==> src/rtl/set_compare_pkg.sv <==
// Shared opcode encodings and immediate sign-extension for the set-compare unit.
// Optional SET_COMPARE_FLAGS_EN exposes raw compare flags from set_compare_pipe.
package set_compare_pkg;

    typedef logic [2:0] op_t;

    localparam op_t OP_SLT   = 3'd0;
    localparam op_t OP_SLTU  = 3'd1;
    localparam op_t OP_SLTI  = 3'd2;
    localparam op_t OP_SLTIU = 3'd3;
    localparam op_t OP_SEQ   = 3'd4;
    localparam op_t OP_SNE   = 3'd5;
    localparam op_t OP_SGE   = 3'd6;
    localparam op_t OP_SGEU  = 3'd7;

    localparam int SEXT_MAXW = 64;

    // Left-align the field, then arithmetic-shift back; caller truncates to WIDTH.
    function automatic logic [SEXT_MAXW-1:0] sext(
        input logic [SEXT_MAXW-1:0] v,
        input int                   iw
    );
        logic signed [SEXT_MAXW-1:0] t;
        t = $signed(v << (SEXT_MAXW - iw));
        return t >>> (SEXT_MAXW - iw);
    endfunction

    function automatic logic is_imm(input op_t op);
        return (op == OP_SLTI) || (op == OP_SLTIU);
    endfunction

endpackage

==> src/rtl/set_compare_core.sv <==
// Combinational compare: (a, b, op) -> set bit plus raw lt_s / lt_u / eq flags.
// Shared with the branch unit, so the flags are always produced.
module set_compare_core
    import set_compare_pkg::*;
#(
    parameter int WIDTH = 16
) (
    input  logic [WIDTH-1:0] a_i,
    input  logic [WIDTH-1:0] b_i,
    input  op_t              op_i,
    output logic             bit_o,
    output logic             lt_s_o,
    output logic             lt_u_o,
    output logic             eq_o
);

    always_comb begin
        lt_s_o = $signed(a_i) < $signed(b_i);
        lt_u_o = a_i < b_i;
        eq_o   = a_i == b_i;
        bit_o  = 1'b0;
        unique case (op_i)
            OP_SLT:   bit_o = lt_s_o;
            OP_SLTU:  bit_o = lt_u_o;
            OP_SLTI:  bit_o = lt_s_o;
            OP_SLTIU: bit_o = lt_u_o;
            OP_SEQ:   bit_o = eq_o;
            OP_SNE:   bit_o = !eq_o;
            OP_SGE:   bit_o = !lt_s_o;
            OP_SGEU:  bit_o = !lt_u_o;
        endcase
    end

endmodule

==> src/rtl/set_compare_pipe.sv <==
// Two-stage set-on-compare execution unit with valid/ready on both sides.
// Define SET_COMPARE_FLAGS_EN to add out_lt_s / out_lt_u / out_eq outputs.
module set_compare_pipe
    import set_compare_pkg::*;
#(
    parameter int WIDTH     = 16,
    parameter int IMM_WIDTH = 6,
    parameter int TAG_WIDTH = 3
) (
    input  logic                 clk,
    input  logic                 reset,
    input  logic                 flush,
    input  logic                 in_valid,
    output logic                 in_ready,
    input  logic [2:0]           in_op,
    input  logic [WIDTH-1:0]     in_a,
    input  logic [WIDTH-1:0]     in_b,
    input  logic [IMM_WIDTH-1:0] in_imm,
    input  logic [TAG_WIDTH-1:0] in_tag,
    output logic                 out_valid,
    input  logic                 out_ready,
    output logic [WIDTH-1:0]     out_result,
    output logic [TAG_WIDTH-1:0] out_tag
`ifdef SET_COMPARE_FLAGS_EN
    ,
    output logic                 out_lt_s,
    output logic                 out_lt_u,
    output logic                 out_eq
`endif
);

    logic                 s1_valid_q, s1_valid_d;
    op_t                  s1_op_q,    s1_op_d;
    logic [WIDTH-1:0]     s1_a_q,     s1_a_d;
    logic [WIDTH-1:0]     s1_b_q,     s1_b_d;
    logic [TAG_WIDTH-1:0] s1_tag_q,   s1_tag_d;

    logic                 s2_valid_q, s2_valid_d;
    logic                 s2_res_q,   s2_res_d;
    logic [TAG_WIDTH-1:0] s2_tag_q,   s2_tag_d;

    logic s1_adv;
    logic s2_adv;
    logic [WIDTH-1:0] b_sel;

    logic cmp_bit;
    logic cmp_lt_s;
    logic cmp_lt_u;
    logic cmp_eq;

    assign s2_adv   = !s2_valid_q || out_ready;
    assign s1_adv   = !s1_valid_q || s2_adv;
    assign in_ready = s1_adv;

    assign b_sel = is_imm(op_t'(in_op))
                 ? WIDTH'(sext(SEXT_MAXW'(in_imm), IMM_WIDTH))
                 : in_b;

    set_compare_core #(
        .WIDTH (WIDTH)
    ) u_core (
        .a_i    (s1_a_q),
        .b_i    (s1_b_q),
        .op_i   (s1_op_q),
        .bit_o  (cmp_bit),
        .lt_s_o (cmp_lt_s),
        .lt_u_o (cmp_lt_u),
        .eq_o   (cmp_eq)
    );

    always_comb begin
        s1_valid_d = s1_valid_q;
        s1_op_d    = s1_op_q;
        s1_a_d     = s1_a_q;
        s1_b_d     = s1_b_q;
        s1_tag_d   = s1_tag_q;
        if (s1_adv) begin
            s1_valid_d = in_valid;
            if (in_valid) begin
                s1_op_d  = op_t'(in_op);
                s1_a_d   = in_a;
                s1_b_d   = b_sel;
                s1_tag_d = in_tag;
            end
        end
        // A flush wins over an input transfer in the same cycle.
        if (flush) begin
            s1_valid_d = 1'b0;
        end
    end

    always_comb begin
        s2_valid_d = s2_valid_q;
        s2_res_d   = s2_res_q;
        s2_tag_d   = s2_tag_q;
        if (s2_adv) begin
            s2_valid_d = s1_valid_q;
            if (s1_valid_q) begin
                s2_res_d = cmp_bit;
                s2_tag_d = s1_tag_q;
            end
        end
        if (flush) begin
            s2_valid_d = 1'b0;
            s2_res_d   = 1'b0;
            s2_tag_d   = '0;
        end
    end

    always_ff @(posedge clk) begin
        if (reset) begin
            s1_valid_q <= 1'b0;
            s1_op_q    <= OP_SLT;
            s1_a_q     <= '0;
            s1_b_q     <= '0;
            s1_tag_q   <= '0;
            s2_valid_q <= 1'b0;
            s2_res_q   <= 1'b0;
            s2_tag_q   <= '0;
        end else begin
            s1_valid_q <= s1_valid_d;
            s1_op_q    <= s1_op_d;
            s1_a_q     <= s1_a_d;
            s1_b_q     <= s1_b_d;
            s1_tag_q   <= s1_tag_d;
            s2_valid_q <= s2_valid_d;
            s2_res_q   <= s2_res_d;
            s2_tag_q   <= s2_tag_d;
        end
    end

    assign out_valid  = s2_valid_q;
    assign out_result = {{(WIDTH-1){1'b0}}, s2_res_q};
    assign out_tag    = s2_tag_q;

`ifdef SET_COMPARE_FLAGS_EN
    logic [2:0] s2_flags_q, s2_flags_d;

    always_comb begin
        s2_flags_d = s2_flags_q;
        if (s2_adv && s1_valid_q) begin
            s2_flags_d = {cmp_lt_s, cmp_lt_u, cmp_eq};
        end
        if (flush) begin
            s2_flags_d = '0;
        end
    end

    always_ff @(posedge clk) begin
        if (reset) begin
            s2_flags_q <= '0;
        end else begin
            s2_flags_q <= s2_flags_d;
        end
    end

    assign out_lt_s = s2_flags_q[2];
    assign out_lt_u = s2_flags_q[1];
    assign out_eq   = s2_flags_q[0];
`else
    // Flags stay available on the core for the branch unit only.
    logic unused_flags;
    assign unused_flags = cmp_lt_s ^ cmp_lt_u ^ cmp_eq;
`endif

endmodule
==> config.mk <==
export PLATFORM = sky130hd
export DESIGN_NAME = set_compare_pipe
export DESIGN_NICKNAME = d
export VERILOG_FILES = /design/src/rtl/set_compare_pkg.sv /design/src/rtl/set_compare_core.sv /design/src/rtl/set_compare_pipe.sv
export SDC_FILE = /design/constraint.sdc
export NUM_CORES = 1
export LEC_CHECK = 0
export ABC_AREA = 0
export CAP_MARGIN = 20
export CORE_UTILIZATION = 42
export CTS_BUF_LIST = sky130_fd_sc_hd__clkbuf_16
export CTS_CLUSTER_DIAMETER = 30
export DETAILED_ROUTE_END_ITERATION = 10
export PLACE_DENSITY = 0.76
export SLEW_MARGIN = 25
export SYNTH_ARGS = -nofsm -noshare
export SYNTH_HDL_FRONTEND = slang
export SYNTH_SLANG_ARGS = --single-unit
==> constraint.sdc <==
create_clock -name clk -period 1.75 [get_ports clk]
set_input_delay 0.35 -clock clk [delete_from_list [all_inputs] [get_ports clk]]
set_output_delay 0.35 -clock clk [all_outputs]
set_load 0.02 [all_outputs]
; ---- Word level (Yosys, flattened, before mapping)
; Cells that the tools add are included.
[word_totals]
regBits = 44
mem_count = 0
out_inout_bits = 21
ramBits = 0
word_cells = 36
rom_bits = 0
latchBits = 0
inputBits = 49
[classes]
bitwise = 0
mux = 2
shift = 0
n_eq_ne = 10
reduce_logical = 14
n_lt_le_gt_ge = 2
n_mul = 0
div_mod_pow = 0
n_addsub = 0
[op_table]
columns = cell, n
row1 = less-than comparator 16 bit, 2
row2 = equality test 16 bit, 1
row3 = 2-to-1 mux 16 bit, 1
row4 = "equality test 3 x 2 -> 1 bit, second input constant", 4
row5 = "equality test 3 bit, second input constant", 4
row6 = one-hot mux 1 bit (6 select lines), 1
row7 = OR reduction 2 bit, 3
row8 = zero test 1 bit, 5
row9 = AND reduction 2 bit, 2
row10 = "equality test 3 x 1 -> 1 bit, second input constant", 1
row11 = zero test 3 bit, 1
row12 = logical OR 1 bit, 3

; ---- Depth between registers and ports, before layout
; Gate-level depths: netlist of the first run.
[logic_depth]
word_depth = 4
ltp_mapped = 8
ltp_nobuf = 8

; ---- Cells and area by module
; A second synthesis of the first run with hierarchy kept.
[unflattened]
cells_unflattened = 289
hier_area_um2 = 2447.3
[by_module_without_submodules]
columns = mod, cells_per_inst, n_inst, area_per_inst_um2, seq_area_each_um2
row1 = set_compare_pipe, 221, 1, 1945.6, 880.8
row2 = set_compare_core, 68, 1, 501.7, 0.0

; ---- Least setup slack after synthesis of the first run
; No wires, ideal clock.
[synth_path]
path_type = register -> register
startpoint = register s1_b_q[15]
endpoint = register s2_res_q
path_slack_ns = -0.028
setup_time_ns = 0.124
synth_period_minus_slack_ns = 1.778
path_stages_with_launch = 9
arrival_ns = 1.654
required_ns = 1.626
path_buffers = 0
path_cell_list = dfxtp_1 -> inv_1 -> ha_1 -> and4_4 -> nand3_2 -> a21o_1 -> a311oi_2 -> o211a_1 -> o31ai_2
[synth_between]
elab_chain_cells = 3
elab_cells_between_ends = 7
classes_between = order compare: 2 / eq/ne: 1 / mux: 1 / reduce/logical: 3
[synth_rtl]
columns = element, line_no
row1 = start: declaration, set_compare_pipe.sv:35  ; logic [WIDTH-1:0] s1_b_q, s1_b_d;
row2 = start signal: assignment, set_compare_pipe.sv:115  ; s1_b_q <= '0;
row3 = start signal: assignment, set_compare_pipe.sv:124  ; s1_b_q <= s1_b_d;
row4 = less-than comparator 16 bit (tied with other cells), set_compare_core.sv:19  ; lt_u_o = a_i < b_i;
row5 = zero test 1 bit (on tied branches), "set_compare_core.sv:30, set_compare_core.sv:28, set_compare_core.sv:29"
row6 = one-hot mux 1 bit (6 select lines) *, set_compare_core.sv:22  ; unique case (op_i)
row7 = end signal: assignment, set_compare_pipe.sv:127  ; s2_res_q <= s2_res_d;
row8 = end: declaration, set_compare_pipe.sv:39  ; logic s2_res_q, s2_res_d;
; Mark *: on every way between the ends. The rest lies on a longest branch, timed or not.
; A chain may end at the register's enable or synchronous reset.

; ---- Worst setup path in the final report of the first run
; Ends and elaborated chain as after synthesis.

==> run metrics, run 1 <==
# IOs 70; library cell used as clock root buffer clkbuf_16; worst setup skew after layout 3.12 ps; Final Hold Viols 0; x dimension of the die approximately 75 um; net total in the final layout 393; Initial DRC Count 77; largest cells by area after synthesis dfxtp_1, a211oi_1, ha_1; die outline area 0.00559 mm2; cell row count 26; critical path startpoint category flip-flop; hold buffers post-CTS 0; share of power burned in the clock network 0.350; register area 885 um2; EDFF count, synth 0; Overflow after GRT 0; ratio of cells with drive above 1 in the final layout 0.161; total setup violations reported at the end of the flow 1; accumulated negative setup slack -166 ps; most common cell in the synthesized netlist nand2_1; asr flop ratio synth 0; maximum number of pins on one net before global-route repair 45; sequential fraction of design power 0.439; Peak VDD IR 0.409 mV; cell taking the most area after synthesis dfxtp_1; weighted congestion at the end of routability-driven global placement 0.743; Req. time, crit path 1920 ps; die outline height 74.8 um; latest clock arrival within the worst-skew pair 290 ps; leakage power summed over all cells 1.28 nW; initial core utilization 0.436; drc violations 0; switching power as a share of total power 0.257; detailed-routing iteration count for the pre-antenna-repair pass 4; power spent charging and discharging nets 0.641 mW; final worst slack -166 ps; number of different library cells in the post-synthesis netlist 31; via/cell ratio 4.92; data arrival at the endpoint of the critical path 2090 ps; CTS sink count 44; wire length of the first global-routing pass ~8300 um; IO buf count 54; layout overhead on the synthesized area 41.9%; GR peak layer met2; number of register bits inferred by synthesis 44; commonest cells in the synthesized netlist nand2_1, dfxtp_1, a21oi_1; Overall Global Routing Usage 0.201; share of Yosys cell area claimed by the top area cell type 0.396; HP Class reg -> reg; share of the core filled with cells 0.618; final critical-path required period 1920 ps; max-capacitance violation count 0; diodes inserted 0; final instance count without filler cells 399; met1 track demand over resource 0.233; critical path start-end classification reg -> reg; buffers from clock root to sink, at most 2; Comb power frac 0.211; power density of the placed cells 791 mW/mm2; sum of net half-perimeters after detailed placement 3560 um; sequential-to-total area share from yosys stat 0.396; grt met3 use 0.0535; antenna violations before repair 0; count of synthesis-stage warnings from yosys 0; Post-Synthesis Mean Instance Area roughly 8.4 um2; maximum fanout encountered on the critical timing path 3; remaining number of nets flagged by the antenna check after routing 0; clock tree from TritonCTS built; internal power consumption 1.85 mW; clk slew on worst S/H paths 60 ps; netlist area before placement 0.00222 mm2; wirelength, routed 5190 um; number of levels the H-tree was split into 2; number of fill cells between 400 and 500; post-DR wirelength/cell 13.0 um; combined area of the multi-input logic cells between 0.001 and 0.0015 mm2; instance area at placement a little under 0.003 mm2; final total power 2.50 mW; result of the run finished with violations; via count 1964; Core Area slightly above 0.005 mm2; number of buffers created by CTS 5; kind of end point of the critical path flip-flop; Achievable Freq approximately 520 MHz; most common flop cell mapped by yosys dfxtp_1; pins over their slew limit 0; placed insts roughly 400; vias in the first global route 1875; violations in the final reports negative setup slack; Layout Cell Area excl Fill 0.00316 mm2; share of the clock period used by the worst path after layout 1.09; gate count of the mapped netlist between 200 and 300; met2 global-route usage 0.347; setup repair after global routing missed its margin yes
[metal layers]
metal  vias up  share of wire  wire, um
li1       1006              -         -
met1       886           0.43      2230
met2        56           0.49      2560
met3        16          0.042       216
met4         0          0.034       175
met5         -              0         0
[timing repair]
action	CTS	global route
resized for setup	4	15
buffers inserted	0	2
endpoints found under the setup margin	2	12
pin swaps	4	7
[layout make-up]
class / count / share of cell area
multi-input combinational: 184 / 0.398
sequential: 44 / 0.280
timing repair buffer: 76 / 0.231
clock buffer: 5 / 0.0396
tap: 70 / 0.0277
inverter: 17 / 0.0202
clock inverter: 3 / 0.00357
[kinds of logic after synthesis]
family                     synth area share
other                               0.00169
xor gates and xnor gates            0.00394
DFF                                   0.396
muxes                                0.0360
AOI/OAI and AO/OA                     0.205
adders and majority gates            0.0900
buffers and inverters                 0.114
and+or+nand+nor                       0.154
[power groups by stage]
stage               registers [mW]  clock network (mW)  logic, mW
CTS                           1.09               0.898      0.502
detailed placement            1.11                   0      0.483
floorplan                     1.10                   0      0.301
finish                        1.10               0.874      0.526
global route                  1.10               0.929      0.580
global placement              1.11                   0      0.469
[registers in the layout, summed over array words and instances (netlist names)]
name,flops
out_tag,3
out_valid,1
s1_a_q,16
s1_b_q,16
s1_op_q,3
s1_tag_q,3
s1_valid_q,1
s2_res_q,1
[path summary, 6_finish.rpt]
check / slack (ps) / startpoint / cells past startpoint / end
min: 450 / s1_tag_q[0] / 2 / s1_tag_q[0]
min reg2reg: 450 / s1_tag_q[0] / 2 / s1_tag_q[0]
max reg2reg: -170 / s1_b_q[15] / 8 / s2_res_q
max: -170 / s1_b_q[15] / 8 / s2_res_q
[worst max-delay path, cell delays in order, from the launching register on]
cell and delay (ps):
dfxtp_1 320, inv_1 70, ha_4 270, and4_4 250
nand3_2 70, a21o_1 190, a311oi_2 350, o211a_1 220
o31ai_2 60
[metrics by stage]
stage / hold WS, ps / setup slack, ps
floorplan: 429 / 11.5
global placement: 442 / -187
detailed placement: 448 / -275
CTS: 456 / -111
global route: 475 / -259
finish: 452 / -166
[cell usage in the layout (no fill, tap or decap), drive strengths merged, types with 8 or more instances in the layout]
master         instances
mux2i                  8
conb                  15
nor2                   8
ha                    16
nand2                 49
buf                   22
clkdlybuf4s50         53
inv                   19
a211oi                27
dfxtp                 44
a21oi                 29
Power figures use the tool's default switching activity.
==> run 2, diff against run 1 <==
==> constraint.sdc (replaced) <==
create_clock -name clk -period 1.7 [get_ports clk]
set_input_delay 0.34 -clock clk [delete_from_list [all_inputs] [get_ports clk]]
set_output_delay 0.34 -clock clk [all_outputs]
set_load 0.05 [all_outputs]
==> run 2 against run 1 <==
The run still ends with negative setup slack left. Final cell count fell by 0.75%. Non-clock buffer count decreased by 2. Clock power is 1% higher. Maximum frequency is 3.3% higher. Combinational power up 15%. Worst hold slack improved by 8.1 ps. Cell area up 1.7%. Utilization grew 1.0 points. Critical endpoint unchanged. Highest routed layer unchanged.
==> run metrics, run 2 (synthesized netlist as in run 1, its figures left out) <==
result of the run finished with violations; violations in the final reports negative setup slack; weighted congestion at the end of routability-driven global placement 0.751 (+1.2%); library cell used as clock root buffer clkbuf_16; diodes inserted 0 (unchanged); layout overhead on the synthesized area 44.3%; register area 890 um2 (+0.57%); Initial DRC Count 65 (-16%); share of the clock period used by the worst path after layout 1.09 (-0.00406); pins over their slew limit 0 (unchanged); Final Hold Viols 0 (unchanged); Layout Cell Area excl Fill 0.00321 mm2 (+1.7%); ratio of cells with drive above 1 in the final layout 0.221 (+0.0598); Peak VDD IR 0.401 mV (-1.8%); final worst slack -154 ps (+11.6 ps); number of fill cells 459 (+3.6%); sum of net half-perimeters after detailed placement 3480 um (-2.3%); kind of end point of the critical path flip-flop; latest clock arrival within the worst-skew pair 280 ps (about the same); maximum fanout encountered on the critical timing path 2 (-1); R2R Path End s2_res_q; data arrival at the endpoint of the critical path 2020 ps (-70 ps); Overflow after GRT 0 (unchanged); worst setup skew after layout 2.16 ps (-0.963 ps); hold worst-path end s1_tag_q[1]; total setup violations reported at the end of the flow 1 (unchanged); reg-to-reg critical path startpoint s1_b_q[10]; critical path start-end classification reg -> reg; wirelength, routed 4910 um (-5.5%); via count 1958 (-0.31%); max-capacitance violation count 0 (unchanged); post-DR wirelength/cell 12.4 um (-4.7%); clock tree from TritonCTS built; worst hold path depth 2 (unchanged); HP Class reg -> reg; clk slew on worst S/H paths 60 ps (about the same); commonest non-fill, non-tap cells in the layout nand2_1, clkdlybuf4s50_1, dfxtp_1, a211oi_1, a21oi_1; die outline area 0.00559 mm2 (unchanged); final critical-path required period 1850 ps (-61.6 ps); wire length of the first global-routing pass 7850 um (-6.0%); # IOs 70 (unchanged); registers with the highest flip-flop counts s1_a_q x16, s1_b_q x16; via/cell ratio 4.94 (+0.45%); number of levels the H-tree was split into 2 (unchanged); drc violations 0 (unchanged); vias in the first global route 1889 (+0.75%); worst slack at placement -325 ps (-49.8 ps); IO buf count 54 (unchanged); number of buffers created by CTS 5 (unchanged); buffers from clock root to sink, at most 2 (unchanged); die outline height 74.8 um (unchanged); Core Area 0.00511 mm2 (unchanged); leakage power summed over all cells 1.32 nW (+2.5%); Overall Global Routing Usage 0.185 (-0.0159); power density of the placed cells 817 mW/mm2 (+3.3%); maximum number of pins on one net before global-route repair 43 (-4.4%); x dimension of the die 74.8 um (unchanged); worst hold path startpoint s1_tag_q[1]; cell row count 26 (unchanged); remaining number of nets flagged by the antenna check after routing 0 (unchanged); net total in the final layout 391 (-0.51%); combined area of the multi-input logic cells 0.00131 mm2 (+4.3%); number of buffers inserted by post-CTS setup repair 0 (unchanged); initial core utilization 0.436 (unchanged); final total power 2.62 mW (+5.1%); CTS sink count 44 (unchanged); setup repair after global routing missed its margin yes; detailed-routing iteration count for the pre-antenna-repair pass 6 (+2); slack of the worst reg-to-reg path -150 ps (about the same); instance area at placement 0.00295 mm2 (+1.6%); worst reg-to-reg path cell count 8 (unchanged); Req. time, crit path 1870 ps (-50 ps); critical path startpoint category flip-flop; Achievable Freq 539 MHz (+3.3%); antenna violations before repair 0 (unchanged)
-- run 2: cell types whose count changed in the layout (fill, tap and decap cells not counted), sizes merged --
cell | before | now
dlygate4sd2 | 1 | 0
clkdlybuf4s50 | 53 | 48
buf | 22 | 26
inv | 19 | 18
-- run 2: cell type report --
class                           count  share of cell area
Sequential cell                    44               0.277
Clock buffer                        5              0.0390
Inverter                           17              0.0199
Tap cell                           70              0.0273
Clock inverter                      2             0.00273
Timing Repair Buffer               74               0.226
Multi-Input combinational cell    184               0.408
-- run 2: critical path: stages (launching register included) --
cell and delay, ps:
dfxtp_1 320, inv_2 50, ha_4 260, and4_4 250
nand3_2 90, a21o_1 190, a311oi_2 290, o211a_1 230
o31ai_2 60
-- run 2: worst max path at each step --
stage | to | cells past startpoint | startpoint | slack, ps
detailed placement | s1_b_q[13] | 5 | in_op[2] | -320
floorplan | s2_res_q | 8 | s1_b_q[14] | 10
finish | s2_res_q | 8 | s1_b_q[10] | -150
CTS | s2_res_q | 8 | s1_b_q[14] | -130
global route | s2_res_q | 8 | s1_b_q[10] | -240
global placement | s1_b_q[11] | 5 | in_op[2] | -210
-- run 2: what timing repair did --
action,CTS,global route
endpoints found under the hold margin,0,0
pin swaps,0,10
setup endpoints to repair,3,2
cloned,0,0
gates resized for setup,1,28
hold buffers,0,0
-- run 2: layer usage --
| metal | wire [um] | vias to the layer above | track usage |
|---|---|---|---|
| met4 | 88 | 0 | 0.0734 |
| met3 | 226 | 11 | 0.0482 |
| met5 | 0 | - | 0 |
| met2 | 2510 | 55 | 0.328 |
| li1 | - | 1004 | - |
| met1 | 2080 | 888 | 0.213 |
-- run 2: report_power, final --
group	internal (mW)	total, mW	switching, mW
sequential	1.09	1.13	0.0378
combinational	0.299	0.604	0.305
clock	0.527	0.887	0.360
-- run 2: stage by stage --
step           setup TNS [ps]   util  hold slack [ps]  std cells
4_1_cts                  -131  0.604              458        396
5_1_grt                  -243  0.628              491        396
3_5_place_dp            -3110  0.578              451        389
6_report                 -154  0.628              461        396
3_3_place_gp            -2350  0.578              442        389
2_1_floorplan               0      -              419        278
